**config.mk**
```make
export PLATFORM = sky130hd
export DESIGN_NAME = sd_spi_master
export DESIGN_NICKNAME = d
export VERILOG_FILES = /design/src/rtl/sd_spi_master_pkg.sv /design/src/rtl/sd_spi_master_timer.sv /design/src/rtl/sd_spi_master.sv
export SDC_FILE = /design/constraint.sdc
export NUM_CORES = 1
export LEC_CHECK = 0
export CAP_MARGIN = 15
export CELL_PAD_IN_SITES_DETAIL_PLACEMENT = 0
export CELL_PAD_IN_SITES_GLOBAL_PLACEMENT = 1
export CORE_ASPECT_RATIO = 1.25
export CORE_UTILIZATION = 37
export CTS_CLUSTER_SIZE = 10
export DETAILED_ROUTE_END_ITERATION = 8
export HOLD_SLACK_MARGIN = 0.12
export MAX_ROUTING_LAYER = met4
export PLACE_DENSITY_LB_ADDON = 0.15
export REMOVE_ABC_BUFFERS = 1
export SYNTH_ARGS = -nofsm -noshare
export SYNTH_HDL_FRONTEND = slang
export SYNTH_SLANG_ARGS = --single-unit
export TNS_END_PERCENT = 10
```
**constraint.sdc**
```tcl
create_clock -name clk -period 1.9 [get_ports clk]
set_input_delay 0.285 -clock clk [delete_from_list [all_inputs] [get_ports clk]]
set_output_delay 0.285 -clock clk [all_outputs]
set_load 0.03 [all_outputs]
```
**src/rtl/sd_spi_master_pkg.sv**
```systemverilog
// Shared types and default bit-rate divisors for the SD-card SPI byte master.
package sd_spi_master_pkg;

  typedef enum logic [2:0] {
    SPI_IDLE  = 3'd0,
    SPI_SETUP = 3'd1,
    SPI_LOW   = 3'd2,
    SPI_HIGH  = 3'd3,
    SPI_DONE  = 3'd4
  } sd_spi_state_t;

  localparam int SD_SPI_FAST_DIV = 2;
  localparam int SD_SPI_SLOW_DIV = 64;

endpackage

```
**src/rtl/sd_spi_master_timer.sv**
```systemverilog
// Loadable down-counter that times one SCK half-period; expired while the count sits at zero.
module spi_half_period_timer #(
  parameter int W = 7
) (
  input  logic         clk,
  input  logic         reset_n,
  input  logic         load,
  input  logic [W-1:0] value,
  output logic         expired
);

  logic [W-1:0] count_q;
  logic [W-1:0] count_d;

  always_comb begin
    count_d = count_q;
    if (load) begin
      count_d = value;
    end else if (count_q != '0) begin
      count_d = count_q - W'(1);
    end
  end

  always_ff @(posedge clk) begin
    if (!reset_n) begin
      count_q <= '0;
    end else begin
      count_q <= count_d;
    end
  end

  assign expired = (count_q == '0);

endmodule

```
**src/rtl/sd_spi_master.sv**
```systemverilog
// Byte-wide SPI mode-0 master for the SD slot: MSB first, slow/fast SCK, chip select held across a byte.
module sd_spi_master
  import sd_spi_master_pkg::*;
#(
  parameter int FAST_DIV = SD_SPI_FAST_DIV,
  parameter int SLOW_DIV = SD_SPI_SLOW_DIV
) (
  input  logic       clk,
  input  logic       reset_n,
  input  logic       tx,
  input  logic       rx,
  input  logic [7:0] data_to_SD,
  output logic [7:0] data_from_SD,
  input  logic       ss_req,
  input  logic       slow,
  output logic       busy,
  output logic       spi_clk,
  output logic       spi_mosi,
  input  logic       spi_miso,
  output logic       spi_ss,
  output logic       spi_enable
);

  localparam int MAX_DIV = (SLOW_DIV > FAST_DIV) ? SLOW_DIV : FAST_DIV;
  localparam int CNT_W   = $clog2(MAX_DIV + 1);

  localparam logic [CNT_W-1:0] FAST_VAL = CNT_W'(FAST_DIV);
  localparam logic [CNT_W-1:0] SLOW_VAL = CNT_W'(SLOW_DIV);

  localparam logic [2:0] ST_IDLE  = SPI_IDLE;
  localparam logic [2:0] ST_SETUP = SPI_SETUP;
  localparam logic [2:0] ST_LOW   = SPI_LOW;
  localparam logic [2:0] ST_HIGH  = SPI_HIGH;
  localparam logic [2:0] ST_DONE  = SPI_DONE;

  logic [2:0]       state_q, state_d;
  logic [7:0]       tx_shift_q, tx_shift_d;
  logic [7:0]       rx_shift_q, rx_shift_d;
  logic [7:0]       rdata_q, rdata_d;
  logic [2:0]       bit_cnt_q, bit_cnt_d;
  logic [CNT_W-1:0] div_q, div_d;
  logic             busy_q, busy_d;
  logic             sck_q, sck_d;
  logic             mosi_q, mosi_d;
  logic             ss_q, ss_d;

  logic             timer_load;
  logic [CNT_W-1:0] timer_value;
  logic             timer_expired;

  assign timer_value = div_q - CNT_W'(1);

  spi_half_period_timer #(
    .W(CNT_W)
  ) u_timer (
    .clk    (clk),
    .reset_n(reset_n),
    .load   (timer_load),
    .value  (timer_value),
    .expired(timer_expired)
  );

  always_comb begin
    state_d    = state_q;
    tx_shift_d = tx_shift_q;
    rx_shift_d = rx_shift_q;
    rdata_d    = rdata_q;
    bit_cnt_d  = bit_cnt_q;
    div_d      = div_q;
    busy_d     = busy_q;
    sck_d      = sck_q;
    mosi_d     = mosi_q;
    timer_load = 1'b0;

    case (state_q)
      ST_IDLE: begin
        if (tx || rx) begin
          tx_shift_d = tx ? data_to_SD : 8'hFF;
          div_d      = slow ? SLOW_VAL : FAST_VAL;
          bit_cnt_d  = '0;
          busy_d     = 1'b1;
          state_d    = ST_SETUP;
        end
      end
      ST_SETUP: begin
        mosi_d     = tx_shift_q[7];
        timer_load = 1'b1;
        state_d    = ST_LOW;
      end
      ST_LOW: begin
        // MISO is captured on the same edge that raises SCK
        if (timer_expired) begin
          sck_d      = 1'b1;
          rx_shift_d = {rx_shift_q[6:0], spi_miso};
          timer_load = 1'b1;
          state_d    = ST_HIGH;
        end
      end
      ST_HIGH: begin
        if (timer_expired) begin
          sck_d = 1'b0;
          if (bit_cnt_q == 3'd7) begin
            state_d = ST_DONE;
          end else begin
            bit_cnt_d  = bit_cnt_q + 3'd1;
            tx_shift_d = {tx_shift_q[6:0], 1'b1};
            mosi_d     = tx_shift_q[6];
            timer_load = 1'b1;
            state_d    = ST_LOW;
          end
        end
      end
      ST_DONE: begin
        rdata_d = rx_shift_q;
        mosi_d  = 1'b1;
        busy_d  = 1'b0;
        state_d = ST_IDLE;
      end
      default: begin
        state_d = ST_IDLE;
      end
    endcase
  end

  // Select is taken at once; release waits for idle so SS never rises inside a byte
  always_comb begin
    ss_d = ss_q;
    if (ss_req) begin
      ss_d = 1'b0;
    end else if (state_q == ST_IDLE) begin
      ss_d = 1'b1;
    end
  end

  always_ff @(posedge clk) begin
    if (!reset_n) begin
      state_q    <= ST_IDLE;
      tx_shift_q <= 8'hFF;
      rx_shift_q <= 8'hFF;
      rdata_q    <= 8'hFF;
      bit_cnt_q  <= '0;
      div_q      <= FAST_VAL;
      busy_q     <= 1'b0;
      sck_q      <= 1'b0;
      mosi_q     <= 1'b1;
      ss_q       <= 1'b1;
    end else begin
      state_q    <= state_d;
      tx_shift_q <= tx_shift_d;
      rx_shift_q <= rx_shift_d;
      rdata_q    <= rdata_d;
      bit_cnt_q  <= bit_cnt_d;
      div_q      <= div_d;
      busy_q     <= busy_d;
      sck_q      <= sck_d;
      mosi_q     <= mosi_d;
      ss_q       <= ss_d;
    end
  end

  assign data_from_SD = rdata_q;
  assign busy         = busy_q;
  assign spi_clk      = sck_q;
  assign spi_mosi     = mosi_q;
  assign spi_ss       = ss_q;
  assign spi_enable   = busy_q | ~ss_q;

endmodule

```
* Word-level counts from Yosys, hierarchy flattened
Index checks and enable logic that the tools add are counted.
** Word-level totals
- Flip-flop bits (word level) :: 48
- Output and inout bits :: 13
- Bits of input ports :: 15
- Logic and storage cells :: 73
** Cells by class
- Reductions and logical operators :: 17
- $add $sub $neg :: 3
- Bitwise gates (word level) :: 2
- Muxes and demuxes :: 31
- Equality and inequality tests :: 9
** Operator list (count)
- 8-bit two-way mux :: 4
- 3-bit two-way mux :: 7
- 7-bit two-way mux :: 3
- 8-bit case mux with 2 select lines :: 1
- 7-bit by 1-bit subtractor with 7-bit output (second input constant) :: 2
- 3-bit case mux with 4 select lines :: 1
- 1-bit two-way mux :: 10
- 2-bit nonzero test :: 5
- 3-bit AND reduction :: 3
- 2-bit inequality test (second input constant) :: 4
- 7-bit logical NOT :: 1
- 7-bit nonzero test :: 1
- 3-bit by 2-bit equality test with 1-bit output (second input constant) :: 2
- 3-bit equality test (second input constant) :: 2
- 1-bit case mux with 3 select lines :: 2
- 3-bit case mux with 2 select lines :: 1
- 2-bit AND reduction :: 3
- 1-bit case mux with 2 select lines :: 2
- 4-bit AND reduction :: 1
- 3-bit by 1-bit adder with 3-bit output (second input constant) :: 1
- 3-bit by 1-bit equality test with 1-bit output (second input constant) :: 1
- 3-bit logical NOT :: 1
- 3-bit nonzero test :: 1
- 1-bit logical OR :: 1
- other kinds (2) :: 2

* Logic depth before layout (Yosys ltp)
- Word-level depth :: 5
- Depth in mapped cells :: 11
- Mapped depth without buffers :: 11

* Cells and area by module
Synthesis repeated with hierarchy kept, for this count alone.
** Unflattened totals
- Cells, all modules :: 228
- Area, all modules :: 2055.7 um^2
** Modules (own cells, without submodules)
- sd_spi_master :: seq. area each 720.7 um^2, times used 1, area each 1644.1 um^2, cells each 184
- spi_half_period_timer :: seq. area each 140.1 um^2, times used 1, area each 411.6 um^2, cells each 44

* Worst setup path before layout
No wires, ideal clock.
- Kind :: flip-flop to flip-flop
- From :: reg bit_cnt_q[0]
- To :: reg u_timer.count_q[6]
- Arrival time :: 1960 ps
- Setup time :: 136 ps
- Setup slack :: -196 ps
- Cell stages (with the launch flop) :: 11
- Path buffers :: 0
- Required time :: 1764 ps
- Period minus slack after synthesis :: 2096 ps
- Path through :: dfxtp_1 -> ha_1 -> ha_1 -> nand2_1 -> a31oi_1 -> nand2b_1 -> a21oi_1 -> ha_1 -> inv_1 -> o2111ai_1 -> o311ai_1
** Between the ends
- Longest elaborated chain between the ends :: 5
- Elaborated cells on any way between the ends :: 6
- Those cells by class :: eq/ne (1); mux (4); reduce/logical (1)
** RTL lines
- start, declared :: line sd_spi_master.sv:40 : logic [2:0] bit_cnt_q, bit_cnt_d;
- start signal, assigned :: line sd_spi_master.sv:152 : bit_cnt_q <= bit_cnt_d;
- 3-bit equality test * :: line sd_spi_master.sv:102 : if (bit_cnt_q == 3'd7) begin
- 1-bit two-way mux * :: line sd_spi_master.sv:102
- 1-bit two-way mux * :: line sd_spi_master.sv:100 : if (timer_expired) begin
- 1-bit case mux with 3 select lines * :: line sd_spi_master.sv:75 : case (state_q)
- 7-bit two-way mux or 2-bit nonzero test (tied branches)
- end signal, assigned :: line sd_spi_master_timer.sv:28 : count_q <= count_d;
- end, declared :: line sd_spi_master_timer.sv:12 : logic [W-1:0] count_q;
Mark *: on every way between the ends. The rest lies on a longest branch, timed or not.
A chain may end at the register's enable or synchronous reset.

* Worst setup path in the final report
- From :: reg u_timer.count_q[2]
- To :: reg u_timer.count_q[2]
** Between the ends
- Longest elaborated chain between the ends :: 4
- Elaborated cells on any way between the ends :: 9
- Those cells by class :: add/sub (1); mux (5); reduce/logical (3)
** RTL lines
- parallel branches: the longest is 4 deep, another holds 7-bit by 1-bit subtractor with 7-bit output
Parallel ways; which one is timed is not known. The select of a mux whose other input is x is not followed.

==> out/metrics.cfg <==
[status]
status=completed

[critical_path]
crit_required_ns=2.13
critPathLaunch=u_timer.count_q[2]
end_kind=register
critPathBufInv=1
critPathKind=reg -> reg
crit_slowest_cell=nor4_4
worstReg2RegStart=u_timer.count_q[2]
cp.depth=8
crit_top_cell=a21oi_2
crit_path_max_incr_delay_ns=0.37
crit_chain=nor4_4 > a31oi_4 > nand2b_4 > a21oi_2 > ha_2 > inv_4 > a211o_1 > a21oi_2
crit_fanout=5
critPathLaunchType=register
cp_data_arrival_time_ns=2.11
worst_r2r_path_depth=8
cp_top_family=compound AO/OA/AOI/OAI gates

[route]
wl_per_cell_microns=15.14
drtIter0Drc=84
drtPass1Iterations=4
vias_per_cell=5.537
vias=1971
routed_wl_microns=5390
ant_nets=0
drc=0

[yosys]
synth.distinct_cells=54
synth_area_leaders=dfxtp_1, nand2_1, o21ai_0
synth_top_family_by_area=simple AND/OR/NAND/NOR gates
synthSimpleGateAreaFrac=0.2637
synth_adder_area_share=0.01766
seq_area_frac_synth=0.4049
netlist_area_sq_mm=0.002126
synth-edff-count=0
synth_top_cell_by_area=dfxtp_1
synth_flop_cell=dfxtp_1
synth_common_cells=dfxtp_1, nand2_1, o21ai_0
synthMuxAreaShare=0.04238
synth_most_common_cell=dfxtp_1
yosysTopAreaCellShare=0.4049
yosysWarnings=0
synth-compound-area-share=0.2001
avgSynthCellArea_sq_um=8.821
synthCells=241
synth_seq_cells=43
async_flop_share=0
synth_xor_area_frac=0.004120

[place]
place_congestion=0.8384
io_buffer_count=27
dp.final_hpwl_microns=3774
place_inst=345

[cells_and_area]
finalNonFillerCells=356
antenna_cells=0
nets=309
area_delta_synth_final_pct=31.14
finalCoreUtilization=0.5087
drive_gt1_frac=0.2500

[timing]
max_freq_mhz=531.3
timing.hold.ws_ns=0.4689
setup_viol=0
fin_skew_ns=0.007850
worst-slew-pin-transition_ns=0.4890
slew_headroom=0.6737
grt_setup_unrepaired=yes
min_period_ns=1.882
fin_crit_sh=0.9907
finalHoldViolations=0
finalSetupTns_ns=0
final_max_slew_viol_count=0

[grt]
grt_pass1_vias=1935
grt_pass1_wl_microns=9170
grt-ovfl-total=0
grt_usage=0.1969
antenna_found_initial=0
grt_max_degree=16

[floorplan]
coreArea_sq_mm=0.005480
die_w_microns=69.80
io_pins=28
num_rows=30
die_area_sq_mm=0.006054
die_y_microns=86.75
start_util=0.3879

[hold_path]
min_path_type=reg -> reg
hold_path_depth=2
min-delay-start=data_from_SD[5]

[pwr]
total_power_w=0.003348
pwr-share-comb=0.445
p_sw_frac=0.3762
p_leak_nw=1.133
ir_drop_v=0.0005165
clock_power_share=0.215
p_seq_frac=0.340
switchingPower_w=0.001259
p_int_w=0.002088
cellPowerDensity_mw_per_mm2=1201

[run]
maxCapViolCount=0

[cts]
clock-sinks=43
cts_tree=done
clk_pin_slew_ns=0.09
clockRootBuffer=clkbuf_8
cts_hold_buf=0
clock_latency_ns=0.30
numCtsBuffers=5
htreeDepth=2
clockBufferDepth=2

tightest hold or removal path: stages, from the launching register on:
cell and delay (ns):
dfxtp_1 0.32, nand2_1 0.05, nand3_1 0.06
final cells by class:
cell class                 count  area, sq um
clock inverter                 3        43.79
sequential                    43        865.8
multi-input combinational    177         1197
inverter                       5        21.27
clock buffer                   5        68.82
tap                           64        80.08
timing repair buffer          59        510.5
fill                         554         2693
power by group through the flow:
stage,combinational (W),clock [W],sequential (W)
detailed placement,0.00134,0,0.00116
finish,0.00149,0.000719,0.00114
floorplan,0.000756,0,0.00120
global placement,0.00135,0,0.00115
global route,0.00162,0.000786,0.00115
CTS,0.00141,0.000748,0.00113
layout by cell type (no fill, tap or decap), types with 3 or more instances in the layout:
cell and count:
a21oi_1 15, buf_4 32, clkbuf_8 5, clkdlybuf4s50_1 27, dfxtp_1 39, dfxtp_2 4, inv_1 4, mux2i_1 9
nand2_1 33, nand2_2 3, nand3_1 10, nand3b_1 7, nor2_1 8, nor3_1 5, nor3_2 4, o211ai_1 9
o21ai_0 21, o21ai_1 4, or2_2 3
registers in the layout, indices dropped and copies added (netlist names):
signal           flops
tx_shift_q           8
div_q                2
state_q              3
spi_clk              1
busy                 1
data_from_SD         8
spi_ss               1
u_timer.count_q      7
bit_cnt_q            3
spi_mosi             1
rx_shift_q           8
stage by stage:
| stage | area [sq um] | worst slack, ns |
|---|---|---|
| after floorplan | 2002 | -0.2033 |
| after global placement | 2570 | -0.08728 |
| after detailed placement | 2570 | -0.1381 |
| after CTS | 2718 | 0.0006128 |
| after global routing | 2788 | -0.09079 |
| final | 2788 | 0.01772 |
cell families after synthesis:
| logic type | count (synthesis) |
|---|---|
| multiplexers | 9 |
| XOR/XNOR | 1 |
| AND/OR/NAND/NOR | 96 |
| adder cells (fa/ha/maj) | 3 |
| flip-flops | 43 |
| AO/OA/AOI/OAI | 68 |
| buffers and inverters | 21 |
worst paths after layout:
path / end / slack, ns
max: u_timer.count_q[2] / 0.02
min: data_from_SD[5] / 0.47
max reg2reg: u_timer.count_q[2] / 0.02
min reg2reg: data_from_SD[5] / 0.47
what timing repair did:
item	4_1_cts	5_1_grt
resized for setup	5	17
pin swaps	3	4
gates cloned	0	0
buffers inserted	2	1
endpoints found under the setup margin	3	4
metal layers:
| layer | vias to the layer above | GRT usage | share of wire |
|---|---|---|---|
| li1 | 974 | - | - |
| met2 | 37 | 0.3260 | 0.48 |
| met1 | 950 | 0.2347 | 0.46 |
| met3 | 10 | 0.03605 | 0.029 |
| met5 | - | - | 0 |
| met4 | 0 | 0.08364 | 0.024 |
(Power assumes the default switching activity.)
